File: src/rtl/customized_dac.sv
// I2S-style stereo transmitter: buffers left/right sample frames in a small FIFO,
// generates ws, and shifts each sample MSB-first onto sd one sck after every ws edge.
module customized_dac #(
  parameter int SAMPLE_W   = 24,
  parameter int SLOT_W     = 32,
  parameter int FIFO_DEPTH = 4
) (
  input  logic                sck,
  input  logic                rst,
  input  logic                start,
  input  logic [SAMPLE_W-1:0] in_left,
  input  logic [SAMPLE_W-1:0] in_right,
  input  logic                in_valid,
  output logic                in_ready,
  output logic                ws,
  output logic                sd,
  output logic                frame_load,
  output logic                underrun
);

  localparam int FRAME_W = 2 * SLOT_W;
  localparam int CNT_W   = $clog2(FRAME_W);
  localparam int PTR_W   = $clog2(FIFO_DEPTH);
  localparam int IDX_W   = $clog2(SAMPLE_W);

  localparam logic [CNT_W-1:0] CNT_LAST  = CNT_W'(FRAME_W - 1);
  localparam logic [CNT_W-1:0] CNT_ONE   = CNT_W'(1);
  localparam logic [CNT_W-1:0] CNT_SLOT  = CNT_W'(SLOT_W);
  localparam logic [CNT_W-1:0] CNT_SMP   = CNT_W'(SAMPLE_W);
  localparam logic [PTR_W:0]   PTR_ONE   = (PTR_W+1)'(1);
  localparam logic [PTR_W:0]   PTR_FULL  = (PTR_W+1)'(FIFO_DEPTH);

  typedef enum logic {IDLE, RUN} state_t;

  state_t              state;
  logic [CNT_W-1:0]    cnt;
  logic [CNT_W-1:0]    cnt_next;
  logic [CNT_W-1:0]    bit_pos;
  logic                ws_next;
  logic                sd_next;
  logic [SAMPLE_W-1:0] sample;

  logic [SAMPLE_W-1:0] fifo_l [FIFO_DEPTH];
  logic [SAMPLE_W-1:0] fifo_r [FIFO_DEPTH];
  logic [PTR_W:0]      wr_ptr;
  logic [PTR_W:0]      rd_ptr;
  logic [PTR_W:0]      count;
  logic                fifo_empty;
  logic                push;
  logic                pop;
  logic                boundary;
  logic [SAMPLE_W-1:0] tx_l;
  logic [SAMPLE_W-1:0] tx_r;

  // Handshake: a frame transfers on any posedge where in_valid && in_ready; in_ready
  // depends only on the current fill level, so a pop on the same edge never frees space early.
  assign count      = wr_ptr - rd_ptr;
  assign fifo_empty = (count == '0);
  assign in_ready   = (count != PTR_FULL);
  assign push       = in_valid && in_ready;
  assign boundary   = (state == RUN) && (cnt == CNT_LAST);
  assign pop        = boundary && !fifo_empty;
  assign cnt_next   = (cnt == CNT_LAST) ? '0 : cnt + CNT_ONE;

  // Slot position of the upcoming bit; tx regs only change at p==0 where sd is forced low.
  always_comb begin
    ws_next = (cnt_next >= CNT_SLOT);
    bit_pos = ws_next ? (cnt_next - CNT_SLOT) : cnt_next;
    sample  = ws_next ? tx_r : tx_l;
    sd_next = 1'b0;
    if (bit_pos != '0 && bit_pos <= CNT_SMP)
      sd_next = sample[IDX_W'(SAMPLE_W - int'(bit_pos))];
  end

  always_ff @(posedge sck) begin
    if (push) begin
      fifo_l[wr_ptr[PTR_W-1:0]] <= in_left;
      fifo_r[wr_ptr[PTR_W-1:0]] <= in_right;
    end
  end

  always_ff @(posedge sck or posedge rst) begin
    if (rst) begin
      state      <= IDLE;
      cnt        <= CNT_LAST;
      wr_ptr     <= '0;
      rd_ptr     <= '0;
      tx_l       <= '0;
      tx_r       <= '0;
      ws         <= 1'b0;
      sd         <= 1'b0;
      frame_load <= 1'b0;
      underrun   <= 1'b0;
    end else begin
      if (push) wr_ptr <= wr_ptr + PTR_ONE;
      if (pop)  rd_ptr <= rd_ptr + PTR_ONE;
      frame_load <= 1'b0;
      case (state)
        IDLE: begin
          cnt <= CNT_LAST;
          ws  <= 1'b0;
          sd  <= 1'b0;
          if (start) state <= RUN;
        end
        RUN: begin
          cnt <= cnt_next;
          ws  <= ws_next;
          sd  <= sd_next;
          if (boundary) begin
            if (!fifo_empty) begin
              tx_l       <= fifo_l[rd_ptr[PTR_W-1:0]];
              tx_r       <= fifo_r[rd_ptr[PTR_W-1:0]];
              frame_load <= 1'b1;
            end else begin
              tx_l     <= '0;
              tx_r     <= '0;
              underrun <= 1'b1;
            end
          end
        end
        default: state <= IDLE;
      endcase
    end
  end

endmodule

File: config.mk
export PLATFORM = sky130hd
export DESIGN_NAME = customized_dac
export DESIGN_NICKNAME = d
export VERILOG_FILES = /design/src/rtl/customized_dac.sv
export SDC_FILE = /design/constraint.sdc
export NUM_CORES = 1
export LEC_CHECK = 0
export BUFFER_PORTS_ARGS = -buffer_cell sky130_fd_sc_hd__buf_2
export CORE_ASPECT_RATIO = 0.7
export CORE_MARGIN = 5
export CORE_UTILIZATION = 35
export DETAILED_ROUTE_END_ITERATION = 12
export GPL_ROUTABILITY_DRIVEN = 0
export HOLD_SLACK_MARGIN = 0.06
export PLACE_DENSITY = 0.63
export REMOVE_ABC_BUFFERS = 1
export SLEW_MARGIN = 20
export SYNTH_ARGS = -nofsm -noshare
export SYNTH_HDL_FRONTEND = slang
export SYNTH_SLANG_ARGS = --single-unit
File: constraint.sdc
create_clock -name sck -period 3.6 [get_ports sck]
set_input_delay 0.72 -clock sck [delete_from_list [all_inputs] [get_ports sck]]
set_output_delay 0.72 -clock sck [all_outputs]
set_load 0.01 [all_outputs]
# After elaboration in Yosys (flattened, before gate mapping)
# Memories as Yosys holds them, arrays and structs flattened.
# Cells that the tools add are included.
dict set report totals {
  output_inout_bits 5
  memories 2
  input_bits 52
  mem_bits_rw 192
  ff_bits 65
}
# name words width read_ports rd_ports_with_merged_regs wr line_no
set mem_list {}
lappend mem_list {fifo_l 4 24 1 0 1 43} ;# logic [SAMPLE_W-1:0] fifo_l [FIFO_DEPTH];
lappend mem_list {fifo_r 4 24 1 0 1 44} ;# logic [SAMPLE_W-1:0] fifo_r [FIFO_DEPTH];
dict set report classes {
  n_lt_le_gt_ge 3
  n_mux 19
  n_reduce_logical 9
  addsub 6
  bitwise 1
  eq_ne 2
}
# operator count
set ops {}
lappend ops {{$mux 24} 3}
lappend ops {{$mux 6} 2}
lappend ops {{$pmux 6 s2} 1}
lappend ops {{$mux 1} 10}
lappend ops {{$lt 5x7->1 const B} 1}
lappend ops {{$add 3x1->3 const B} 2}
lappend ops {{$add 6x1->6 const B} 1}
lappend ops {{$eq 6x6->1 const B} 1}
lappend ops {{$ge 6x6->1 const B} 1}
lappend ops {{$le 6x5->1 const B} 1}
lappend ops {{$reduce_bool 6->1} 1}
lappend ops {{$sub 6x6->6 const B} 1}
lappend ops {{$bmux 1 s5} 1}
lappend ops {{$sub 5x5->5 const A} 1}
lappend ops {{$logic_and 1x1->1} 4}
lappend ops {{$pmux 1 s2} 2}
lappend ops {{$logic_not 3->1} 1}
lappend ops {{$ne 3x3->1 const B} 1}
lappend ops {{$reduce_and 3->1} 1}
lappend ops {{$sub 3x3->3} 1}
lappend ops {{$reduce_and 2->1} 1}
lappend ops {{$logic_not 1->1} 1}
lappend ops {{$not 1->1} 1}

# Depth between registers and ports, before layout
dict set report depth {
  word_depth 10
  mapped_depth 11
  ltp_nobuf 9
}

# Worst setup path before layout
# Ideal clock, no wire load.
dict set report synth_timing {
  path_kind {register -> register}
  start {register rd_ptr[1]}
  end {memory fifo_l[3][0] (enable)}
  t_required_ns 3.188
  path_buffers 2
  path_slack_ns 0.186
  path_stages_with_launch 9
  period_less_slack_ns 3.414
  arrival_ns 3.002
  cell_sequence {dfrtp_1 > buf_1 > clkbuf_1 > inv_1 > ha_1 > nor2b_1 > xnor2_1 > nand3_1 > and3_1}
}
dict set report synth_via {
  elab_chain_len 5
}
# element line_no
set synth_rtl {}
lappend synth_rtl {{start: declaration} 46} ;# logic [PTR_W:0] rd_ptr;
lappend synth_rtl {{start signal: assignment} 96} ;# if (pop) rd_ptr <= rd_ptr + PTR_ONE;
lappend synth_rtl {{$sub 3x3->3} 57} ;# assign count = wr_ptr - rd_ptr;
lappend synth_rtl {{$ne 3x3->1} 59} ;# assign in_ready = (count != PTR_FULL);
lappend synth_rtl {{named net in_ready} 14} ;# output logic in_ready,
lappend synth_rtl {{$logic_and 1x1->1} 60} ;# assign push = in_valid && in_ready;
lappend synth_rtl {{$mux 1} 76} ;# if (push) begin
lappend synth_rtl {{$mux 1 (implied by the code)} 77} ;# fifo_l[wr_ptr[PTR_W-1:0]] <= in_left;
lappend synth_rtl {{end: declaration} 43}
# The timed path passes the listed nets, and every way through them passes these cells.

# Worst setup path after layout
dict set report layout_timing {
  start {register cnt[2]}
  end {register sd}
}
dict set report layout_via {
  elab_chain_len 10
}
# element line_no
set layout_rtl {}
lappend layout_rtl {{start: declaration} 36} ;# logic [CNT_W-1:0] cnt;
lappend layout_rtl {{start signal: assignment} 106} ;# cnt <= cnt_next;
lappend layout_rtl {{$add 6x1->6 or $eq 6x6->1 (tied branches)} 63} ;# assign cnt_next = (cnt == CNT_LAST) ? '0 : cnt + CNT_ONE;
lappend layout_rtl {{$mux 6 (*)} 63}
lappend layout_rtl {{$sub 6x6->6 or $ge 6x6->1 (tied branches)} {68, 67}}
lappend layout_rtl {{$mux 6} 68} ;# bit_pos = ws_next ? (cnt_next - CNT_SLOT) : cnt_next;
lappend layout_rtl {{$sub 5x5->5} 72} ;# sd_next = sample[IDX_W'(SAMPLE_W - int'(bit_pos))];
lappend layout_rtl {{$bmux 1 s5} 72}
lappend layout_rtl {{$mux 1 (implied by the code) (2 in series)} 72}
lappend layout_rtl {{$mux 1 (*)} 71} ;# if (bit_pos != '0 && bit_pos <= CNT_SMP)
lappend layout_rtl {{$pmux 1 s2 (*)} 98} ;# case (state)
lappend layout_rtl {{end signal: assignment} 108} ;# sd <= sd_next;
lappend layout_rtl {{end: declaration} 16} ;# output logic sd,
# Mark *: on every way between the ends. The rest lies on a longest branch, timed or not. The select of a mux whose other input is x is not followed.
# A chain may end at the register's enable or synchronous reset.

==> out/results.ini <==
[yosys]
ys.flop_type=edfxtp_1
synth_top_area_cell=edfxtp_1
synth_top_area_share_pct=56.5
synth_area_mm2=0.0102
ys_seq_area_share_pct=72.5
yosysWarningCount=0
synth_area_leaders=edfxtp_1 57%, dfrtp_1 14%, mux4_2 12%
yosysUniqueCellTypes=37
synthArstFlopShare_pct=25.3
synth-seq-cells=257
syn_avg_cell_area_um2=16.6
synthCells=615
synth_edf_count=192

[die]
row_count=52
io_pins=57
dieArea_mm2=0.0327
fp.dieW_um=214
initial_core_util_pct=35.4
fp.coreArea_mm2=0.0288
die_h_um=153

[route]
routedWlPerCell_um=18.3
drtIter0Drc=388
dr.pass1.iters=4
drt-total-wl_um=19600
via_per_inst=4.94
postRouteAntennaNets=0
drc=0
num_vias=5287

[timing]
slew_viol_final=0
min_period_over_period_pct=82.8
setup-tns-final_ps=0
fmax_ghz=0.335
worstMarginPinSlew_ps=760
min_period_ps=2980
holdWs_ps=265
fin_skew_ps=8.22
rsz0062_at_grt=no
relSlewSlack_pct=49.3
hold_viol=0
setup_viol=0

[clocking]
clk_pin_slew_ps=70
htreeDepth=1
post-cts-setup-buffers=0
cts_tree=built
clkSinkCount=257
insertion_delay_ps=510
root_buffer=clkbuf_16
postCtsResizedCells=0
cts_made_buffers=24
hold_buffers=0
clock_path_buffers=3

[worst_setup_path]
max_stage_delay_ps=680
crit_family=simple AND/OR/NAND/NOR gates
r2r-start=cnt[2]
crit_type=flop to flop
r2r_end=sd
critPathSlowestCell=dfstp_2
r2r_slack_ps=620
reg2reg_depth=7
cp.arrival_ps=3380
end_kind=flop
critPathRequiredTime_ps=4000
cp_max_fo=13
path_cells=nand3_2 > or3_1 > nand2_1 > mux4_2 > o21ai_0 > o22ai_1 > o31a_1
crit_buf_inv=0
crit_path_start_kind=flop

[finish]
fin_nets=734
n_antenna_cell=0
drive_above_1_share_pct=26.2
syn_to_final_growth_pct=15.3
nFillCells=2591

[power]
vdd_ir_drop_max_uv=370
total_power_uw=9790
powerDensity_mw_per_mm2=832
leakage_uw=0.00415

[global_routing]
first_global_vias=5602
grt_pass1_wl_um=31900
grt.total_usage_pct=12.0
antenna_found_initial=1
grt_max_degree=51
grt_overflow=0

[place]
numPortBuffers=56
dp_hpwl_um=12400

[job]
maxCapViolCount=0

[run_status]
outcome=finished, final reports clean

[worst_hold_path]
hold_class=input pin to async pin

==> power breakdown <==
part           internal (µW)  switching (µW)  leakage [µW]
Clock                   1480            1050      0.000385
Sequential              4120             369       0.00258
Combinational           1220            1540       0.00118
==> registers in the layout, summed over array words and instances, names as in the netlist <==
signal,flops
cnt,6
fifo_l,96
tx_r,24
state,1
rd_ptr,3
wr_ptr,3
ws,1
underrun,1
fifo_r,96
sd,1
tx_l,24
frame_load,1
==> layer usage <==
metal | global-route usage (%) | wire [µm]
met5 | 0 | 7
met4 | 2.05 | 322
met3 | 2.39 | 705
met2 | 18.8 | 8980
met1 | 18.0 | 9560
==> per-stage QoR <==
step / cell area (µm²) / std cells / util [%] / worst slack, ps
after detailed placement: 10900 / 1025 / 38.0 / 634
final: 11800 / 1070 / 40.8 / 618
after floorplan: 10000 / 578 / - / -876
after global routing: 11800 / 1070 / 40.8 / 408
after global placement: 10900 / 1025 / 38.0 / 702
after CTS: 11700 / 1069 / 40.7 / 614
==> synth_stat cells (2+ instances only) <==
cell type / instances
inv_1: 5
a32oi_1: 4
ha_1: 8
clkbuf_1: 26
dfrtp_1: 59
edfxtp_1: 192
o21ai_0: 54
xnor2_1: 6
buf_2: 3
a21oi_1: 2
or2_2: 2
buf_4: 3
and2_1: 5
a31oi_1: 3
buf_1: 4
dfstp_2: 6
nand4_1: 2
nor2b_1: 3
mux4_2: 56
and3_1: 4
xor2_1: 5
nand2_1: 124
nand3_1: 8
mux2i_1: 8
nor2_1: 11
==> worst max-delay path by stage <==
stage               cells past startpoint  slack, ps            to  startpoint
global placement                        7        700            sd      cnt[2]
global route                            7        410            sd      cnt[2]
floorplan                               5       -880  fifo_l[3][0]   rd_ptr[0]
detailed placement                      7        630            sd      cnt[2]
CTS                                     7        610            sd      cnt[2]
finish                                  7        620            sd      cnt[2]
==> final cells by class <==
class / instances / area [µm²] / area share, %
Tap cell: 378 / 473 / 4.02
Inverter: 5 / 18.8 / 0.159
Sequential cell: 257 / 7400 / 62.9
Clock inverter: 10 / 106 / 0.904
Timing Repair Buffer: 70 / 443 / 3.76
Clock buffer: 34 / 689 / 5.86
Multi-Input combinational cell: 316 / 2630 / 22.4
==> logic make-up after synthesis <==
| kind of cell | after synthesis | share of synthesized area [%] |
|---|---|---|
| AOI/OAI and AO/OA | 70 | 3.83 |
| xor gates and xnor gates | 11 | 0.944 |
| adders and majority gates | 8 | 0.981 |
| buffers and inverters | 42 | 1.77 |
| DFF | 257 | 72.5 |
| muxes | 65 | 13.4 |
| and+or+nand+nor | 162 | 6.56 |
==> placed cells by master, fill, tap and decap left out, types with 10 or more instances in the layout <==
cell and count:
edfxtp_1 192, nand2_1 124, dfrtp_1 57, mux4_2 56
buf_2 56, o21ai_0 54, clkbuf_16 25, nor2_1 10
buf_4 10
(Power assumes the default switching activity.)
